<file path="config.mk">
export PLATFORM = sky130hd
export DESIGN_NAME = cordic_atan_sequencer
export DESIGN_NICKNAME = d
export VERILOG_FILES = /design/src/rtl/cordic_pkg.sv /design/src/rtl/cordic_atan_rom.sv /design/src/rtl/cordic_atan_sequencer.sv
export SDC_FILE = /design/constraint.sdc
export NUM_CORES = 1
export LEC_CHECK = 0
export CAP_MARGIN = 40
export CORE_MARGIN = 2
export CORE_UTILIZATION = 52
export CTS_BUF_LIST = sky130_fd_sc_hd__clkbuf_4 sky130_fd_sc_hd__clkbuf_8
export DETAILED_ROUTE_END_ITERATION = 7
export PLACE_DENSITY = 0.93
export SLEW_MARGIN = 0
export SYNTH_ARGS = -nofsm -noshare
export SYNTH_HDL_FRONTEND = slang
export SYNTH_SLANG_ARGS = --single-unit
</file>
<file path="constraint.sdc">
create_clock -name clk -period 3.1 [get_ports clk]
set_input_delay 0.62 -clock clk [delete_from_list [all_inputs] [get_ports clk]]
set_output_delay 0.62 -clock clk [all_outputs]
set_load 0.01 [all_outputs]
</file>
<file path="src/rtl/cordic_pkg.sv">
// Shared definitions for the CORDIC arctangent sequencer: default widths,
// the Q16 arctangent table and the sequencer state encoding.
package cordic_pkg;

    localparam int ANGLE_W_DEF   = 32;
    localparam int FRAC_BITS_DEF = 16;
    localparam int MAX_ITERS_DEF = 17;
    localparam int IDX_W_DEF     = 5;

    // floor(atan(2^-i) * 2^16). Every entry past the last one is 0 at this
    // precision, so the table covers any depth for FRAC_BITS <= 16.
    localparam int          ATAN_DEPTH = 17;
    localparam int          ATAN_FRAC  = 16;
    localparam logic [31:0] ATAN_Q16 [ATAN_DEPTH] = '{
        32'd51471, 32'd30385, 32'd16054, 32'd8149, 32'd4090, 32'd2047,
        32'd1023,  32'd511,   32'd255,   32'd127,  32'd63,   32'd31,
        32'd15,    32'd7,     32'd3,     32'd1,    32'd0
    };

    typedef enum logic [1:0] {
        ST_IDLE  = 2'd0,
        ST_RUN   = 2'd1,
        ST_DRAIN = 2'd2
    } state_e;

    function automatic logic [31:0] atan_q16(input int i);
        logic [31:0] val;
        val = '0;
        if (i >= 0 && i < ATAN_DEPTH) begin
            val = ATAN_Q16[i];
        end
        return val;
    endfunction

endpackage

</file>
<file path="src/rtl/cordic_atan_rom.sv">
// Combinational arctangent lookup: iteration index in, angle word out.
// Indices at or beyond MAX_ITERS read as zero.
module cordic_atan_rom
    import cordic_pkg::*;
#(
    parameter int ANGLE_W   = ANGLE_W_DEF,
    parameter int FRAC_BITS = FRAC_BITS_DEF,
    parameter int MAX_ITERS = MAX_ITERS_DEF,
    parameter int IDX_W     = IDX_W_DEF
) (
    input  logic [IDX_W-1:0]   idx_i,
    output logic [ANGLE_W-1:0] angle_o
);

    // Right-shifting a floored Q16 value keeps the result floored, so
    // narrower fractions stay exact.
    localparam int SHIFT = ATAN_FRAC - FRAC_BITS;

    logic [31:0] q16_val;

    always_comb begin
        q16_val = '0;
        angle_o = '0;
        if (int'(idx_i) < MAX_ITERS) begin
            q16_val = atan_q16(int'(idx_i));
            angle_o = ANGLE_W'(q16_val >> SHIFT);
        end
    end

endmodule

</file>
<file path="src/rtl/cordic_atan_sequencer.sv">
// Streams one arctangent beat per accepted handshake for a requested number
// of CORDIC iterations, between the control FSM and the iteration datapath.
module cordic_atan_sequencer
    import cordic_pkg::*;
#(
    parameter int ANGLE_W   = ANGLE_W_DEF,
    parameter int FRAC_BITS = FRAC_BITS_DEF,
    parameter int MAX_ITERS = MAX_ITERS_DEF,
    parameter int IDX_W     = IDX_W_DEF
) (
    input  logic               clk,
    input  logic               rst_n,
    input  logic               start,
    input  logic [IDX_W-1:0]   iters,
    input  logic               abort,
    input  logic               out_ready,
    output logic               out_valid,
    output logic [IDX_W-1:0]   out_idx,
    output logic [IDX_W-1:0]   out_shift,
    output logic [ANGLE_W-1:0] out_angle,
    output logic               out_last,
    output logic               busy,
    output logic               done
);

    // Handshake: a beat transfers on a rising edge where out_valid and
    // out_ready are both high; while out_valid is high and out_ready is low
    // the payload holds, and out_valid never drops without a transfer unless
    // abort or reset intervenes.

    state_e               state_q, state_d;
    logic [IDX_W-1:0]     n_q, n_d;
    logic [IDX_W-1:0]     idx_q, idx_d;
    logic [ANGLE_W-1:0]   angle_q, angle_d;
    logic                 last_q, last_d;

    logic [IDX_W-1:0]     n_sat;
    logic [IDX_W-1:0]     rom_idx;
    logic [ANGLE_W-1:0]   rom_angle;
    logic                 accept_start;
    logic                 fire;

    cordic_atan_rom #(
        .ANGLE_W   (ANGLE_W),
        .FRAC_BITS (FRAC_BITS),
        .MAX_ITERS (MAX_ITERS),
        .IDX_W     (IDX_W)
    ) u_rom (
        .idx_i   (rom_idx),
        .angle_o (rom_angle)
    );

    // Zero and oversized requests both mean a full-depth sequence.
    always_comb begin
        if (iters == '0 || int'(iters) > MAX_ITERS) begin
            n_sat = IDX_W'(MAX_ITERS);
        end else begin
            n_sat = iters;
        end
    end

    assign accept_start = (state_q == ST_IDLE) && start && !abort;
    assign fire         = (state_q == ST_RUN) && out_ready;

    // State register
    always_ff @(posedge clk or negedge rst_n) begin
        if (!rst_n) begin
            state_q <= ST_IDLE;
        end else begin
            state_q <= state_d;
        end
    end

    // Next-state logic
    always_comb begin
        state_d = state_q;
        case (state_q)
            ST_IDLE: begin
                if (accept_start) begin
                    state_d = ST_RUN;
                end
            end
            ST_RUN: begin
                if (abort || (fire && last_q)) begin
                    state_d = ST_DRAIN;
                end
            end
            ST_DRAIN: begin
                state_d = ST_IDLE;
            end
            default: begin
                state_d = ST_IDLE;
            end
        endcase
    end

    // Output logic
    always_comb begin
        out_valid = (state_q == ST_RUN);
        busy      = (state_q != ST_IDLE);
        done      = (state_q == ST_DRAIN);
        out_idx   = idx_q;
        out_shift = idx_q;
        out_angle = angle_q;
        out_last  = last_q;
    end

    // Beat loading: beat 0 on start, idx+1 in the same edge a non-last beat
    // transfers, so an always-ready consumer sees one beat per clock.
    always_comb begin
        n_d     = n_q;
        idx_d   = idx_q;
        angle_d = angle_q;
        last_d  = last_q;
        rom_idx = '0;
        case (state_q)
            ST_IDLE: begin
                if (accept_start) begin
                    n_d     = n_sat;
                    idx_d   = '0;
                    angle_d = rom_angle;
                    last_d  = (n_sat == IDX_W'(1));
                end
            end
            ST_RUN: begin
                rom_idx = idx_q + IDX_W'(1);
                if (fire && !last_q && !abort) begin
                    idx_d   = idx_q + IDX_W'(1);
                    angle_d = rom_angle;
                    last_d  = ((idx_q + IDX_W'(2)) == n_q);
                end
            end
            default: begin
                rom_idx = '0;
            end
        endcase
    end

    always_ff @(posedge clk or negedge rst_n) begin
        if (!rst_n) begin
            n_q     <= '0;
            idx_q   <= '0;
            angle_q <= '0;
            last_q  <= 1'b0;
        end else begin
            n_q     <= n_d;
            idx_q   <= idx_d;
            angle_q <= angle_d;
            last_q  <= last_d;
        end
    end

endmodule

</file>
==> flow_metrics.py, run 1 <==
metrics = {
    "setup_path": {
        "cp.depth": 3,
        "cp.arrival_ns": 1.99,
        "cp_slowest_stage_delay_ns": 0.59,
        "critical_path_class": "reg2out",
        "cpMaxStageDelayCell": "clkdlybuf4s50_1",
        "path_cells": "nand2b_1 -> inv_2 -> clkdlybuf4s50_1",
        "crit_path_start_kind": "register",
        "crit_buf_inv": 2,
        "cp-end-kind": "primary output",
        "timing.rr.end": "out_angle[7]",
        "cp.required_ns": 2.48,
        "reg2reg_depth": 7,
        "critical_path.max_fanout": 12,
        "r2r-start": "state_q[1]",
        "regToRegSetupSlack_ns": 0.87,
        "cp_top_family": "buffers and inverters",
    },
    "logic_synthesis": {
        "syn_inst": 179,
        "syn_area_sq_um": 1800,
        "yosysTopAreaCell": "dfrtp_1",
        "ys_ff_latch": 29,
        "synth-seq-area-share_pct": 40.4,
        "post-synth-top-count-cell": "dfrtp_1",
        "synth_edf_count": 0,
        "synth.top_cells.by_count": "dfrtp_1 (29), buf_4 (22), nand2_1 (19)",
        "avgSynthCellArea_sq_um": 10.0,
        "synth.top_cell.area_share_pct": 40.4,
        "ys_types": 48,
        "synth_area_leaders": "dfrtp_1 (40%), buf_4 (9.2%), a32o_1 (5.0%)",
        "yosys_warnings": 0,
        "async_flop_share_pct": 100,
        "ys.flop_type": "dfrtp_1",
    },
    "timing": {
        "period_share_pct": 84.3,
        "finClkSkew_ns": 0.00450,
        "tightest_slew_ns": 0.732,
        "fmax_mhz": 383,
        "final.setup.tns_ns": 0,
        "final-setup-viol-count": 0,
        "hold_viol": 0,
        "holdWs_ns": 0.489,
        "finalMaxSlewViolations": 0,
        "rsz0062_at_grt": "false",
        "min_period_ns": 2.61,
        "relSlewSlack_pct": 51.2,
    },
    "drt": {
        "routed-via-count": 1430,
        "drc_errors": 0,
        "drtPass1Iterations": 4,
        "detail-route-antenna-nets": 0,
        "vias_per_cell": 5.52,
        "wl_mm": 3.78,
        "wire_per_inst_um": 14.6,
        "drtIter0Drc": 102,
    },
    "floorplanning": {
        "initial_core_util_pct": 53.8,
        "dieWidth_um": 62.8,
        "die_h_um": 62.8,
        "rows": 21,
        "core_region_area_sq_um": 3340,
        "ios": 56,
        "die_area_sq_um": 3940,
    },
    "cts": {
        "postCtsResizedCells": 0,
        "cts_made_buffers": 5,
        "cts_tree": "done",
        "clockRootBuffer": "clkbuf_4",
        "h-tree-depth": 2,
        "clock_path_buffers": 2,
        "cts_setup_buffers": 0,
        "hold_buffers": 0,
        "clkTransAtPathRegs_ns": 0.09,
        "clkLatencyLatePin_ns": 0.33,
        "clock-sinks": 29,
    },
    "global_route": {
        "grt_pass1_wl_mm": 6.38,
        "overflow": 0,
        "grt_max_degree": 30,
        "grt_pass1_vias": 1395,
        "antenna_found_initial": 0,
        "grt_use_total_pct": 20.7,
    },
    "placement": {
        "gp_congestion": 0.899,
        "numPortBuffers": 39,
        "hpwl_mm": 2.75,
        "place_area_sq_um": 2110,
    },
    "layout": {
        "finalInstanceArea_sq_um": 2170,
        "fill_cells": 295,
        "final_nets": 229,
        "antenna_cells": 0,
        "area_growth_pct": 20.7,
        "drive_above_1_share_pct": 7.98,
    },
    "min_path": {
        "hold_end": "out_angle[7]",
        "hold_path_class": "reg2reg",
        "hold_depth": 2,
        "hp-start": "out_angle[7]",
    },
    "job": {
        "maxCapViolations": 0,
    },
    "power_and_ir_drop": {
        "p_sw_share_pct": 34.3,
        "p_leak_nw": 0.972,
        "p_sw_w": 0.000495,
        "p_int_w": 0.000948,
        "ir_drop_mv": 0.378,
        "comb_power_share_pct": 42.7,
        "pwr-share-clk_pct": 16.7,
        "p_total_w": 0.00144,
        "sequentialPowerShare_pct": 40.7,
        "powerDensity_nw_per_um2": 666,
    },
    "run_status": {
        "outcome": "completed",
    },
}
cell families after synthesis:
logic type | count (synthesis) | synth area share, %
simple gates | 57 | 16.9
compound gates | 43 | 19.0
buf+inv | 32 | 11.9
flops | 29 | 40.4
xor+xnor | 10 | 6.83
fa+ha+maj | 6 | 4.18
other cells | 1 | 0.209
mux | 1 | 0.558
registers in the layout, indices dropped and copies added, names as in the netlist:
register,count
out_idx,5
out_angle,16
n_q,5
out_last,1
state_q,2
worst reg2reg max path, stage by stage, from the launching register on:
cell,delay (ns)
dfrtp_1,0.42
nand2b_1,0.37
inv_2,0.22
nand2b_1,0.21
ha_1,0.32
o21ai_0,0.26
xor2_1,0.20
o21ai_0,0.15
worst max path at each step:
stage | startpoint | to
6_report | state_q[1] | out_valid
5_1_grt | state_q[1] | out_valid
4_1_cts | state_q[1] | out_valid
3_5_place_dp | out_ready | out_last
3_3_place_gp | out_ready | out_last
2_1_floorplan | state_q[1] | out_angle[5]
layout by cell type (no fill, tap or decap), types with 2 or more instances in the layout:
master and n:
a21o_1 2, nand3_1 5, conb_1 16, nand2b_1 6, nand4_1 2, xnor3_1 2
xor2_1 3, ha_1 6, clkbuf_4 6, o21ai_0 15, nor2b_1 4, nor2_1 7
dfrtp_1 29, nand3b_1 3, a22o_1 4, xnor2_1 4, nand2_1 19, a32o_1 9
clkdlybuf4s50_1 39, a21oi_1 2, inv_1 3
layer usage:
metal	vias up	GRT usage [%]	share of wire, %
li1	663	-	-
met1	703	26.4	43
met2	57	32.4	49
met3	7	3.78	5.7
met4	0	13.3	2.1
met5	-	0	0
cell type report:
cell class / count / area (sq um) / area share [%]
Tap cell: 46 / 57.6 / 2.66
Inverter: 4 / 15.0 / 0.693
Clock buffer: 7 / 58.8 / 2.71
Multi-Input combinational cell: 133 / 912 / 42.1
Sequential cell: 29 / 726 / 33.5
Timing Repair Buffer: 40 / 398 / 18.4
per-stage QoR:
step	utilization (%)	std cells	worst slack [ns]
floorplan	-	194	1.26
global placement	63.2	252	0.824
detailed placement	63.2	252	0.758
CTS	64.9	259	0.501
global route	64.9	259	0.413
finish	64.9	259	0.487
power groups by stage:
stage	registers [W]	logic, W	clock network [W]
after floorplan	0.000624	0.000298	0
after global placement	0.000591	0.000597	0
after detailed placement	0.000594	0.000616	0
after CTS	0.000588	0.000619	0.000243
after global routing	0.000604	0.000665	0.000259
final	0.000587	0.000615	0.000240
No activity file was read; power rests on OpenSTA's default activity.
==> inputs of run 2 (changes only) <==
--- a/config.mk
+++ b/config.mk
@@ -7,10 +7,10 @@
 export LEC_CHECK = 0
 export CAP_MARGIN = 40
 export CORE_MARGIN = 2
-export CORE_UTILIZATION = 52
+export CORE_UTILIZATION = 43
 export CTS_BUF_LIST = sky130_fd_sc_hd__clkbuf_4 sky130_fd_sc_hd__clkbuf_8
 export DETAILED_ROUTE_END_ITERATION = 7
-export PLACE_DENSITY = 0.93
+export PLACE_DENSITY = 0.83
 export SLEW_MARGIN = 0
 export SYNTH_ARGS = -nofsm -noshare
 export SYNTH_HDL_FRONTEND = slang
==> constraint.sdc (replaced) <==
create_clock -name clk -period 2.4 [get_ports clk]
set_input_delay 0.48 -clock clk [delete_from_list [all_inputs] [get_ports clk]]
set_output_delay 0.48 -clock clk [all_outputs]
set_load 0.01 [all_outputs]
==> run 2 against run 1 <==
Net effect:
- sequential power up 26%
- count of clock-buffer cells in the layout decreased by 1
- power increased by 35%
- hold slack lost 0.0068 ns
- critical endpoint unchanged
- combinational power is 33% higher
- global-route usage is 3.5 points lower
==> flow_metrics.py, run 2 (synthesis results as in run 1) <==
metrics = {
    "min_path": {
        "hold_path_class": "reg2reg",
        "hp-start": "out_angle[7]",
    },
    "drt": {
        "routed-via-count": 1381,
        "wire_per_inst_um": 13.1,
        "drtIter0Drc": 65,
        "drtPass1Iterations": 4,
        "vias_per_cell": 5.13,
        "wl_mm": 3.52,
        "drc_errors": 0,
        "detail-route-antenna-nets": 0,
    },
    "timing": {
        "setup_slack_ns": 0.346,
        "min_period_ns": 2.05,
        "final.setup.tns_ns": 0,
        "final-setup-viol-count": 0,
        "period_share_pct": 85.6,
        "finalMaxSlewViolations": 0,
        "relSlewSlack_pct": 64.3,
        "hold_viol": 0,
        "rsz0062_at_grt": "false",
        "tightest_slew_ns": 0.529,
        "fmax_mhz": 487,
        "finClkSkew_ns": 0.00327,
    },
    "layout": {
        "finalNonFillerCells": 269,
        "drive_above_1_share_pct": 10.5,
        "antenna_cells": 0,
        "largest_reg_flops": 16,
        "area_growth_pct": 24.6,
        "final_nets": 234,
        "final_common_cell": "clkdlybuf4s50_1",
        "final_cell_mix": "clkdlybuf4s50_1 (39), dfrtp_1 (29), nand2_1 (19)",
    },
    "setup_path": {
        "critical_path_class": "reg2out",
        "crit_path_start_kind": "register",
        "cp.arrival_ns": 1.57,
        "cp.required_ns": 1.92,
        "cp-end-kind": "primary output",
        "cp-startpoint": "state_q[1]",
        "r2r-start": "out_idx[1]",
        "critical_path.max_fanout": 7,
    },
    "global_route": {
        "grt_pass1_vias": 1221,
        "overflow": 0,
        "antenna_found_initial": 0,
        "grt_max_degree": 30,
        "met1_usage_pct": 22.6,
        "grt_use_total_pct": 17.1,
        "grt_pass1_wl_mm": 5.82,
        "grt_util_met3_pct": 6.33,
        "gr-usage-met2_pct": 25.6,
        "top_usage_layer": "met2",
    },
    "power_and_ir_drop": {
        "comb_power_share_pct": 41.8,
        "sequentialPowerShare_pct": 38.0,
        "p_int_w": 0.00131,
        "p_leak_nw": 1.01,
        "pwr-share-clk_pct": 20.1,
        "p_sw_share_pct": 33.0,
        "p_sw_w": 0.000642,
        "powerDensity_nw_per_um2": 871,
        "ir_drop_mv": 0.413,
        "p_total_w": 0.00195,
    },
    "placement": {
        "numPortBuffers": 39,
        "gp_congestion": 0.866,
        "place_inst": 261,
        "hpwl_mm": 2.60,
        "dp_slack_ns": 0.361,
    },
    "cts": {
        "clockRootBuffer": "clkbuf_8",
        "h-tree-depth": 2,
        "hold_buffers": 0,
        "clock_path_buffers": 2,
        "postCtsResizedCells": 0,
        "cts_made_buffers": 5,
        "clock-sinks": 29,
        "clkTransAtPathRegs_ns": 0.06,
        "cts_setup_buffers": 0,
        "clkLatencyLatePin_ns": 0.29,
        "cts_tree": "done",
    },
    "floorplanning": {
        "dieWidth_um": 68.6,
        "die_h_um": 68.6,
        "core_region_area_sq_um": 4000,
        "rows": 23,
        "ios": 56,
        "die_area_sq_um": 4710,
        "initial_core_util_pct": 44.9,
    },
    "job": {
        "maxCapViolations": 0,
    },
    "run_status": {
        "outcome": "completed",
    },
}
==> run 2: critical path: stages, from the launching register on <==
cell and delay, ns:
dfrtp_1 0.42, nand2b_1 0.19, inv_2 0.12, clkdlybuf4s50_1 0.55
==> run 2: through the flow <==
step | utilization (%) | hold WS, ns | area (sq um)
finish | 55.9 | 0.482 | 2240
global route | 55.9 | 0.508 | 2240
CTS | 55.9 | 0.491 | 2240
detailed placement | 53.8 | 0.477 | 2150
global placement | 53.8 | 0.469 | 2150
floorplan | - | 0.184 | 1850
==> run 2: metal layers <==
layer / vias up / part of all wire [%]
li1: 674 / -
met1: 660 / 47
met2: 41 / 46
met3: 6 / 6.2
met4: 0 / 1.4
met5: - / 0
==> run 2: worst paths after layout <==
check	endpoint	slack, ns	cells past startpoint
max	out_valid	0.35	3
min	out_angle[7]	0.48	2
max reg2reg	out_angle[7]	0.44	6
min reg2reg	out_angle[7]	0.48	2
max in group asynchronous	out_angle[1]	1.55	2
min in group asynchronous	out_last	0.57	2
==> run 2: final cells by class <==
cell class / count / area, sq um
clock buffer: 6 / 76.3
clock inverter: 2 / 10.0
fill: 372 / 1760
inverter: 4 / 15.0
multi-input combinational: 133 / 912
sequential: 29 / 726
tap: 50 / 62.6
timing repair buffer: 45 / 435
==> run 2: power groups by stage <==
| stage | logic (W) | clock network (W) | registers [W] |
|---|---|---|---|
| after global placement | 0.000804 | 0 | 0.000752 |
| after floorplan | 0.000385 | 0 | 0.000806 |
| after CTS | 0.000823 | 0.000404 | 0.000744 |
| final | 0.000815 | 0.000392 | 0.000741 |
| after global routing | 0.000903 | 0.000425 | 0.000761 |
| after detailed placement | 0.000817 | 0 | 0.000753 |
==> inputs of run 3 (changes only) <==
--- a/config.mk
+++ b/config.mk
@@ -7,10 +7,10 @@
 export LEC_CHECK = 0
 export CAP_MARGIN = 40
 export CORE_MARGIN = 2
-export CORE_UTILIZATION = 43
+export CORE_UTILIZATION = 52
 export CTS_BUF_LIST = sky130_fd_sc_hd__clkbuf_4 sky130_fd_sc_hd__clkbuf_8
 export DETAILED_ROUTE_END_ITERATION = 7
-export PLACE_DENSITY = 0.83
+export PLACE_DENSITY = 0.93
 export SLEW_MARGIN = 0
 export SYNTH_ARGS = -nofsm -noshare
 export SYNTH_HDL_FRONTEND = slang
==> constraint.sdc (replaced) <==
create_clock -name clk -period 2.5 [get_ports clk]
set_input_delay 0.5 -clock clk [delete_from_list [all_inputs] [get_ports clk]]
set_output_delay 0.5 -clock clk [all_outputs]
set_load 0.01 [all_outputs]
==> run 3 against run 2 <==
Net effect:
- first-iteration DRC count rose by 23%
- non-clock buffer count fell by 3
- power fell by 8.0%
- final cell count fell by 3.0%
- utilization rose by 9.5 points
- critical endpoint unchanged
- largest cell class unchanged
==> flow_metrics.py, run 3 (synthesis results as in run 1) <==
metrics = {
    "drt": {
        "drtPass1Iterations": 4,
        "wire_per_inst_um": 14.5,
        "drtIter0Drc": 80,
        "routed-via-count": 1416,
        "drc_errors": 0,
        "vias_per_cell": 5.43,
        "wl_mm": 3.78,
        "detail-route-antenna-nets": 0,
    },
    "global_route": {
        "grt_pass1_vias": 1334,
        "grt_pass1_wl_mm": 6.34,
        "grt_max_degree": 30,
        "overflow": 0,
        "antenna_found_initial": 0,
        "grt_use_total_pct": 20.7,
    },
    "setup_path": {
        "cp.arrival_ns": 1.75,
        "cp.required_ns": 2.00,
        "reg2reg_depth": 6,
        "critical_path.max_fanout": 12,
        "crit_path_start_kind": "register",
        "cpMaxStageDelayCell": "clkdlybuf4s50_1",
        "cp-end-kind": "primary output",
        "cp_slowest_stage_delay_ns": 0.59,
        "critical_path_class": "reg2out",
        "path_cells": "nand2b_1 -> inv_2 -> clkdlybuf4s50_1",
    },
    "cts": {
        "clock-sinks": 29,
        "clock_path_buffers": 2,
        "cts_made_buffers": 5,
        "h-tree-depth": 2,
        "hold_buffers": 0,
        "clockRootBuffer": "clkbuf_4",
        "cts_setup_buffers": 0,
        "clkLatencyLatePin_ns": 0.33,
        "postCtsResizedCells": 0,
        "cts_tree": "done",
        "clkTransAtPathRegs_ns": 0.09,
    },
    "layout": {
        "final_common_cell": "clkdlybuf4s50_1",
        "utilization_pct": 65.4,
        "antenna_cells": 0,
        "seq_area_sq_um": 726,
        "multi_input_area_sq_um": 912,
        "fill_cells": 277,
        "drive_above_1_share_pct": 8.84,
        "final_cell_mix": "clkdlybuf4s50_1 (39), dfrtp_1 (29), nand2_1 (19)",
        "area_growth_pct": 21.5,
        "finalNonFillerCells": 261,
        "final_nets": 231,
        "largest_reg_flops": 16,
    },
    "job": {
        "maxCapViolations": 0,
    },
    "placement": {
        "gp_congestion": 0.856,
        "hpwl_mm": 2.70,
        "numPortBuffers": 39,
        "place_inst": 254,
    },
    "floorplanning": {
        "initial_core_util_pct": 53.8,
        "rows": 21,
        "die_h_um": 62.8,
        "die_area_sq_um": 3940,
        "ios": 56,
        "dieWidth_um": 62.8,
        "core_region_area_sq_um": 3340,
    },
    "power_and_ir_drop": {
        "p_total_w": 0.00179,
        "p_int_w": 0.00119,
        "ir_drop_mv": 0.457,
        "p_leak_nw": 0.982,
        "pwr-share-clk_pct": 16.4,
        "p_sw_share_pct": 33.9,
        "comb_power_share_pct": 43.9,
        "p_sw_w": 0.000607,
        "sequentialPowerShare_pct": 39.7,
        "powerDensity_nw_per_um2": 822,
    },
    "timing": {
        "tightest_slew_ns": 0.752,
        "finalMaxSlewViolations": 0,
        "fmax_mhz": 444,
        "hold_viol": 0,
        "min_period_ns": 2.25,
        "final-setup-viol-count": 0,
        "relSlewSlack_pct": 49.9,
        "rsz0062_at_grt": "false",
        "finClkSkew_ns": 0.0133,
        "period_share_pct": 90.0,
        "final.setup.tns_ns": 0,
    },
    "run_status": {
        "outcome": "completed",
    },
    "min_path": {
        "hold_path_class": "reg2reg",
        "hold_depth": 2,
    },
}
==> run 3: cell count changes in the layout (fill, tap and decap cells not counted), sizes merged <==
cell / before / now
clkinv: 2 / 0
clkbuf: 6 / 7
buf: 6 / 3
==> run 3: power by group through the flow <==
stage / Sequential [W] / Combinational (W) / Clock [W]
after global placement: 0.000720 / 0.000767 / 0
after detailed placement: 0.000719 / 0.000786 / 0
after floorplan: 0.000774 / 0.000370 / 0
final: 0.000711 / 0.000787 / 0.000295
after CTS: 0.000713 / 0.000792 / 0.000300
after global routing: 0.000731 / 0.000846 / 0.000326
==> run 3: worst max-delay path, delay by kind of cell (launching register included) <==
family / cells / cell delay [ns]
buffers and inverters: 2 / 0.81
flip-flops: 1 / 0.42
AND/OR/NAND/NOR: 1 / 0.18
==> run 3: area by class of cell <==
type | count | share of cell area [%]
sequential | 29 | 33.3
tap | 46 | 2.64
timing repair buffer | 42 | 18.9
multi-input combinational | 133 | 41.8
clock buffer | 7 | 2.69
inverter | 4 | 0.688
==> run 3: final timing paths <==
path	start	slack, ns	end
max in group asynchronous	rst_n	1.68	out_angle[14]
setup / recovery	state_q[1]	0.25	out_valid
hold reg to reg	out_angle[3]	0.49	out_angle[3]
hold / removal	out_angle[3]	0.49	out_angle[3]
min in group asynchronous	rst_n	0.55	out_idx[1]
setup reg to reg	out_idx[1]	0.41	out_angle[7]
==> run 3: per-stage QoR <==
stage          cell area (sq um)  worst slack (ns)  hold WS, ns
3_5_place_dp                2120             0.266        0.480
4_1_cts                     2180             0.251        0.499
5_1_grt                     2180             0.152        0.517
3_3_place_gp                2120             0.317        0.476
2_1_floorplan               1850             0.662        0.204
6_report                    2180             0.250        0.492
==> run 3: routing by layer <==
layer  track usage [%]  vias to the layer above  routed length (um)
li1                  -                      669                   -
met1              26.9                      684                1650
met2              32.8                       55                1810
met3              5.77                        8                 232
met4              8.33                        0                  80
met5                 0                        -                   0
